===== src/rtl/dct_block_sequencer_if.sv =====
// Handshake and data bus between the block source, the shared 1-D DCT engine,
// the column-result consumer and the sequencer.
interface dct_block_sequencer_if #(
  parameter int W = 32,
  parameter int N = 8
);
  logic                   in_valid;
  logic                   in_ready;
  logic [N*W-1:0]         in_row;
  logic                   dct_en;
  logic                   dct_in_valid;
  logic [N*W-1:0]         dct_in;
  logic                   dct_res_valid;
  logic [N*W-1:0]         dct_res;
  logic                   out_valid;
  logic [$clog2(N)-1:0]   out_col_idx;
  logic [N*W-1:0]         out_vec;
  logic                   done;
  logic                   busy;
  logic                   err;

  modport slave (
    input  in_valid, in_row, dct_res_valid, dct_res,
    output in_ready, dct_en, dct_in_valid, dct_in,
           out_valid, out_col_idx, out_vec, done, busy, err
  );

  modport master (
    output in_valid, in_row, dct_res_valid, dct_res,
    input  in_ready, dct_en, dct_in_valid, dct_in,
           out_valid, out_col_idx, out_vec, done, busy, err
  );
endinterface


===== src/rtl/dct_block_sequencer.sv =====
// Runs one 8x8 block through a shared 1-D DCT engine: row pass, transpose
// buffer, column pass, with a drain timeout that aborts a stalled block.
//
// state     | meaning
// IDLE      | waiting for row 0; in_ready high
// ROW_FEED  | accepting rows 1..7 and issuing them; row results may arrive
// ROW_DRAIN | all rows issued, waiting for the remaining row results
// COL_FEED  | issuing one buffer column per cycle, 8 cycles
// COL_DRAIN | all columns issued, waiting for the remaining column results
module dct_block_sequencer #(
  parameter int W       = 32,
  parameter int N       = 8,
  parameter int TIMEOUT = 64
) (
  input  logic clk,
  input  logic reset,
  dct_block_sequencer_if.slave bus
);

  localparam int CW = $clog2(N);
  localparam int TW = $clog2(TIMEOUT + 1);
  localparam logic [CW-1:0] LAST  = CW'(N - 1);
  localparam logic [TW-1:0] TLAST = TW'(TIMEOUT - 1);

  typedef enum logic [2:0] {
    IDLE,
    ROW_FEED,
    ROW_DRAIN,
    COL_FEED,
    COL_DRAIN
  } state_t;

  state_t          state;
  logic [CW-1:0]   acc_cnt;
  logic [CW-1:0]   res_cnt;
  logic [CW-1:0]   feed_cnt;
  logic [TW-1:0]   tmr;
  logic [N*W-1:0]  dct_in_q;
  logic            dct_in_valid_q;
  logic [W-1:0]    tbuf [N][N];
  logic [N*W-1:0]  col_vec;

  logic in_ready;
  logic accept;
  logic row_res;
  logic col_res;
  logic drain;
  logic timeout;
  logic blk_done;

  assign in_ready = (state == IDLE) || (state == ROW_FEED);
  assign accept   = bus.in_valid && in_ready;
  assign row_res  = bus.dct_res_valid && ((state == ROW_FEED) || (state == ROW_DRAIN));
  assign col_res  = bus.dct_res_valid && ((state == COL_FEED) || (state == COL_DRAIN));
  assign drain    = (state == ROW_DRAIN) || (state == COL_DRAIN);
  // The timer "reaches TIMEOUT" on the edge that ends this cycle.
  assign timeout  = drain && !bus.dct_res_valid && (tmr == TLAST);
  assign blk_done = col_res && (res_cnt == LAST);

  // Column c of the buffer: word k comes from buffered row k.
  always_comb begin
    col_vec = '0;
    for (int k = 0; k < N; k++) begin
      col_vec[k*W +: W] = tbuf[k][feed_cnt];
    end
  end

  // Transpose storage holds no control state, so it needs no reset.
  always_ff @(posedge clk) begin
    if (row_res) begin
      for (int k = 0; k < N; k++) begin
        tbuf[res_cnt][k] <= bus.dct_res[k*W +: W];
      end
    end
  end

  always_ff @(posedge clk or negedge reset) begin
    if (!reset) begin
      state          <= IDLE;
      acc_cnt        <= '0;
      res_cnt        <= '0;
      feed_cnt       <= '0;
      tmr            <= '0;
      dct_in_q       <= '0;
      dct_in_valid_q <= 1'b0;
    end else begin
      dct_in_valid_q <= 1'b0;
      if (accept) begin
        dct_in_q       <= bus.in_row;
        dct_in_valid_q <= 1'b1;
      end
      if (state == COL_FEED) begin
        dct_in_q       <= col_vec;
        dct_in_valid_q <= 1'b1;
      end

      if (drain && !bus.dct_res_valid) begin
        tmr <= tmr + TW'(1);
      end else begin
        tmr <= '0;
      end

      // One result counter serves both passes; it wraps to 0 at each pass end.
      if (row_res || col_res) begin
        res_cnt <= res_cnt + 1'b1;
      end

      case (state)
        IDLE: begin
          if (accept) begin
            acc_cnt <= CW'(1);
            state   <= ROW_FEED;
          end
        end
        ROW_FEED: begin
          if (accept) begin
            acc_cnt <= acc_cnt + 1'b1;
          end
          if (row_res && (res_cnt == LAST)) begin
            acc_cnt <= '0;
            state   <= COL_FEED;
          end else if (accept && (acc_cnt == LAST)) begin
            state <= ROW_DRAIN;
          end
        end
        ROW_DRAIN: begin
          if (row_res && (res_cnt == LAST)) begin
            state <= COL_FEED;
          end
        end
        COL_FEED: begin
          feed_cnt <= feed_cnt + 1'b1;
          if (feed_cnt == LAST) begin
            state <= COL_DRAIN;
          end
        end
        COL_DRAIN: begin
        end
        default: state <= IDLE;
      endcase

      // Block end (normal or abort) overrides whatever the state arms chose.
      if (timeout || blk_done) begin
        state    <= IDLE;
        acc_cnt  <= '0;
        res_cnt  <= '0;
        feed_cnt <= '0;
        tmr      <= '0;
      end
    end
  end

  assign bus.in_ready     = in_ready;
  assign bus.busy         = (state != IDLE);
  assign bus.dct_en       = (state != IDLE);
  assign bus.dct_in       = dct_in_q;
  assign bus.dct_in_valid = dct_in_valid_q;
  assign bus.out_valid    = col_res;
  assign bus.out_col_idx  = col_res ? res_cnt : '0;
  assign bus.out_vec      = col_res ? bus.dct_res : '0;
  assign bus.done         = blk_done;
  assign bus.err          = timeout;

endmodule


===== src/flat_wrapper.sv =====
// flat-port wrapper written by rule: the top's interface ports become plain ports
module dct_block_sequencer_flat 
#(
  parameter int W       = 32,
  parameter int N       = 8,
  parameter int TIMEOUT = 64
)
  (clk, reset, bus_in_valid, bus_in_row, bus_dct_res_valid, bus_dct_res, bus_in_ready, bus_dct_en, bus_dct_in_valid, bus_dct_in, bus_out_valid, bus_out_col_idx, bus_out_vec, bus_done, bus_busy, bus_err);
  dct_block_sequencer_if #(.W(W), .N(N)) bus_i ();
  input  logic clk;
  input  logic reset;
  input wire logic [$bits(bus_i.in_valid)-1:0] bus_in_valid;
  input wire logic [$bits(bus_i.in_row)-1:0] bus_in_row;
  input wire logic [$bits(bus_i.dct_res_valid)-1:0] bus_dct_res_valid;
  input wire logic [$bits(bus_i.dct_res)-1:0] bus_dct_res;
  output wire logic [$bits(bus_i.in_ready)-1:0] bus_in_ready;
  output wire logic [$bits(bus_i.dct_en)-1:0] bus_dct_en;
  output wire logic [$bits(bus_i.dct_in_valid)-1:0] bus_dct_in_valid;
  output wire logic [$bits(bus_i.dct_in)-1:0] bus_dct_in;
  output wire logic [$bits(bus_i.out_valid)-1:0] bus_out_valid;
  output wire logic [$bits(bus_i.out_col_idx)-1:0] bus_out_col_idx;
  output wire logic [$bits(bus_i.out_vec)-1:0] bus_out_vec;
  output wire logic [$bits(bus_i.done)-1:0] bus_done;
  output wire logic [$bits(bus_i.busy)-1:0] bus_busy;
  output wire logic [$bits(bus_i.err)-1:0] bus_err;
  assign bus_i.in_valid = bus_in_valid;
  assign bus_i.in_row = bus_in_row;
  assign bus_i.dct_res_valid = bus_dct_res_valid;
  assign bus_i.dct_res = bus_dct_res;
  assign bus_in_ready = bus_i.in_ready;
  assign bus_dct_en = bus_i.dct_en;
  assign bus_dct_in_valid = bus_i.dct_in_valid;
  assign bus_dct_in = bus_i.dct_in;
  assign bus_out_valid = bus_i.out_valid;
  assign bus_out_col_idx = bus_i.out_col_idx;
  assign bus_out_vec = bus_i.out_vec;
  assign bus_done = bus_i.done;
  assign bus_busy = bus_i.busy;
  assign bus_err = bus_i.err;
  dct_block_sequencer #(.W(W), .N(N), .TIMEOUT(TIMEOUT)) u_core (.clk(clk), .reset(reset), .bus(bus_i));
endmodule

===== config.mk =====
export PLATFORM = sky130hd
export DESIGN_NAME = dct_block_sequencer_flat
export DESIGN_NICKNAME = d
export VERILOG_FILES = /design/src/rtl/dct_block_sequencer_if.sv /design/src/rtl/dct_block_sequencer.sv /design/src/flat_wrapper.sv
export SDC_FILE = /design/constraint.sdc
export NUM_CORES = 2
export LEC_CHECK = 0
export ABC_CLOCK_PERIOD_IN_PS = 24900
export CAP_MARGIN = 20
export CORE_MARGIN = 2
export CORE_UTILIZATION = 56
export CTS_CLUSTER_DIAMETER = 30
export DETAILED_ROUTE_END_ITERATION = 8
export GPL_ROUTABILITY_DRIVEN = 0
export HOLD_SLACK_MARGIN = 0.05
export PLACE_DENSITY = 0.83
export SYNTH_ARGS = -nofsm -noshare
export SYNTH_HDL_FRONTEND = slang
export SYNTH_SLANG_ARGS = --single-unit

===== constraint.sdc =====
create_clock -name clk -period 24.9 [get_ports clk]
set_input_delay 7.47 -clock clk [delete_from_list [all_inputs] [get_ports clk]]
set_output_delay 7.47 -clock clk [all_outputs]
set_load 0.03 [all_outputs]

==> results.ini <==
[critical_path]
cp_slowest_stage_delay_ps = 720
crit_chain = clkdlybuf4s50_1, a21boi_4, buf_4, and2_1, clkdlybuf4s50_1
crit_slowest_cell = clkdlybuf4s50_1
crit_type = input pin to output pin
crit_path_frequent_cell = clkdlybuf4s50_1
crit_buf_inv = 3
required_ps = 17430
end_kind = output pin
crit_family = buffers and inverters
crit_arrival_ps = 10380
start_kind = input pin
crit_path_max_fanout = 104

[global_routing]
grtUsageMet1_pct = 41.89
grt_max_degree = 158
overflow = 0
grt_pass1_wl_um = 394500
antenna_found_initial = 48
met2_usage_pct = 52.54
grt_pass1_vias = 57440
top_usage_layer = met2
grt_use_met3_pct = 9.022
track_usage_pct = 33.04

[cells_and_area]
finalNonFillerCells = 8550
final_area_sq_um = 117400
fin_util_pct = 73.00
syn_to_final_growth_pct = 29.25
register_area_sq_um = 68420
nFillCells = 8452
drive_above_1_share_pct = 20.50
fin_nets = 6546
multi_input_area_sq_um = 20980

[pwr]
ir_drop_uv = 120.9
power_frac_comb_pct = 28.0
seq_power_share_pct = 34.8
switching_share_pct = 32.12
power_density_nw_per_um2 = 130.0
p_int_mw = 10.35
p_sw_mw = 4.898
p_leak_nw = 39.71
clkPwrFrac_pct = 37.3
power_mw = 15.25

[logic_synthesis]
post-synth-top-count-cell = edfxtp_1
synth_warnings = 0
synth_compound_area_share_pct = 4.022
synth.yosys.seq_area_share_pct = 75.34
yosysUniqueCellTypes = 42
yosysTopAreaCellShare_pct = 67.73
yosysTopAreaCell = edfxtp_1
synth_mux_area_share_pct = 12.73
synthesis.nets = 5329
netlist_area_sq_um = 90800
synth_seq_cells = 2324
syn_avg_cell_area_sq_um = 18.89
ys.flop_type = edfxtp_1
synthArstFlopShare_pct = 11.88
synth_edf_count = 2048
synth_top_family_by_area = multiplexers
synth-xor-area-share_pct = 0.06752
synth-simple-area-share_pct = 6.081
yosys.area_share.adder_pct = 0.09646
yosys-top-cells-area = edfxtp_1 68%, mux4_2 13%, dfrtp_1 7.6%
ys_top_cells_by_count = 2048 x edfxtp_1, 529 x nand2_1, 512 x mux4_2
netlist_instances = 4806

[routing]
drt_iter0_drc = 7528
wire_per_inst_um = 32.34
via_count = 56230
first_pass_iters = 6
drtAntennaViolNets = 0
drc = 0
via_per_inst = 6.576
wl_um = 276500

[timing]
setup-violations-final = 0
finalClockSkew_ps = 88.06
fin_crit_ps = 17850
max_freq_mhz = 56.03
period_share_pct = 71.68
hold_violations = 0
fin_ws_ps = 7052
rsz0062_at_grt = false
drv_slew = 0
max-slew-margin-rel_pct = 13.01
fin_hold_ws_ps = 458.5
tightest_slew_ps = 1297
fin_tns_setup_ps = 0

[floorplanning]
row_count = 147
die_area_sq_um = 165400
die_h_um = 406.7
fp.dieW_um = 406.7
start_util_pct = 56.48
io_pins = 1038
core_region_area_sq_um = 160800

[clocking]
clock_latency_ps = 960
ctsHoldBuffers = 0
path_clk_slew_ps = 50
cts.sinks = 2324
cts_buffers = 406
cts_tree = done
post-cts-setup-buffers = 0
cts_resized = 0
cts_htree_levels = 5
cts_buffer_depth = 4
ctsRootBufferMaster = clkbuf_16

[worst_hold_path]
hold_path_class = register to register

[placed_design]
hpwlAfterDp_um = 149300
place.port_buffers = 1037
detailed_place.area_sq_um = 103200
preCtsSetupSlack_ps = 7014
place_inst = 7770

[run_status]
status = finished, final reports clean

[job]
maxCapViolations = 0

-- cells by family after synthesis --
family,after synthesis
compound gates,531
fa+ha+maj,7
flops,2324
simple gates,1101
xor+xnor,7
mux,515
buf+inv,321
-- flip-flops by register name (all words and copies together), names as in the netlist --
name / flops
u_core.tbuf: 2048
u_core.bus.dct_in: 256
u_core.tmr: 7
u_core.acc_cnt: 3
u_core.feed_cnt: 3
u_core.res_cnt: 3
u_core.state: 3
u_core.bus.dct_in_valid: 1
-- worst paths after layout --
check / slack [ps] / to / cells after the start / startpoint
setup / recovery: 7050 / bus_out_vec[114] / 5 / bus_dct_res_valid
hold reg to reg: 460 / u_core.tmr[0]$_DFF_PN0_ / 1 / u_core.tmr[0]$_DFF_PN0_
setup reg to reg: 18880 / u_core.bus.dct_in[12]$_DFFE_PN0P_ / 8 / u_core.feed_cnt[0]$_DFFE_PN0P_
hold / removal: 460 / u_core.tmr[0]$_DFF_PN0_ / 1 / u_core.tmr[0]$_DFF_PN0_
min in group asynchronous: 6450 / u_core.bus.dct_in[192]$_DFFE_PN0P_ / 1 / reset
max in group asynchronous: 16320 / u_core.bus.dct_in[145]$_DFFE_PN0P_ / 3 / reset
-- power groups by stage --
stage / registers (mW) / clock network (mW) / logic [mW]
after floorplan: 5.77 / 0 / 2.34
after global placement: 5.26 / 0 / 4.02
after detailed placement: 5.30 / 0 / 4.10
after CTS: 5.28 / 5.70 / 4.24
after global routing: 5.33 / 5.88 / 4.46
final: 5.30 / 5.68 / 4.27
-- worst reg2reg max path, delay by kind of cell, from the launching register on --
family                 cells  cell delay (ps)
buffers and inverters      4             3130
DFF                        1             1020
AOI/OAI and AO/OA          2              890
muxes                      1              600
and+or+nand+nor            1              170
-- final cells by class --
cell class	instances	area share, %
sequential	2324	58.30
multi-input combinational	2161	17.88
timing repair buffer	1128	9.562
clock buffer	459	9.099
clock inverter	282	2.781
tap	2160	2.303
antenna	34	0.07250
inverter	2	0.006397
-- routing by layer --
| metal | wire, um | up-vias |
|---|---|---|
| met1 | 93960 | 28580 |
| met2 | 135000 | 4875 |
| met3 | 31520 | 1003 |
| met5 | 114 | - |
| met4 | 15920 | 20 |
| li1 | - | 21750 |
-- layout by cell type, fill, tap and decap left out, drive strengths merged, types with 49 or more instances in the layout --
cell           netlist  layout
a31oi              257     257
dfrtp              276     276
a211oi             258     258
bufinv               0      56
nor2b              258     258
inv                  2      49
edfxtp            2048    2048
nand2              529     529
mux4               512     512
clkinvlp             0      49
clkbuf             198     460
clkinv               0     130
and2               262     262
clkdlybuf4s50        0    1036
buf                121      91
Note: power is estimated with default switching activity, not from simulation.
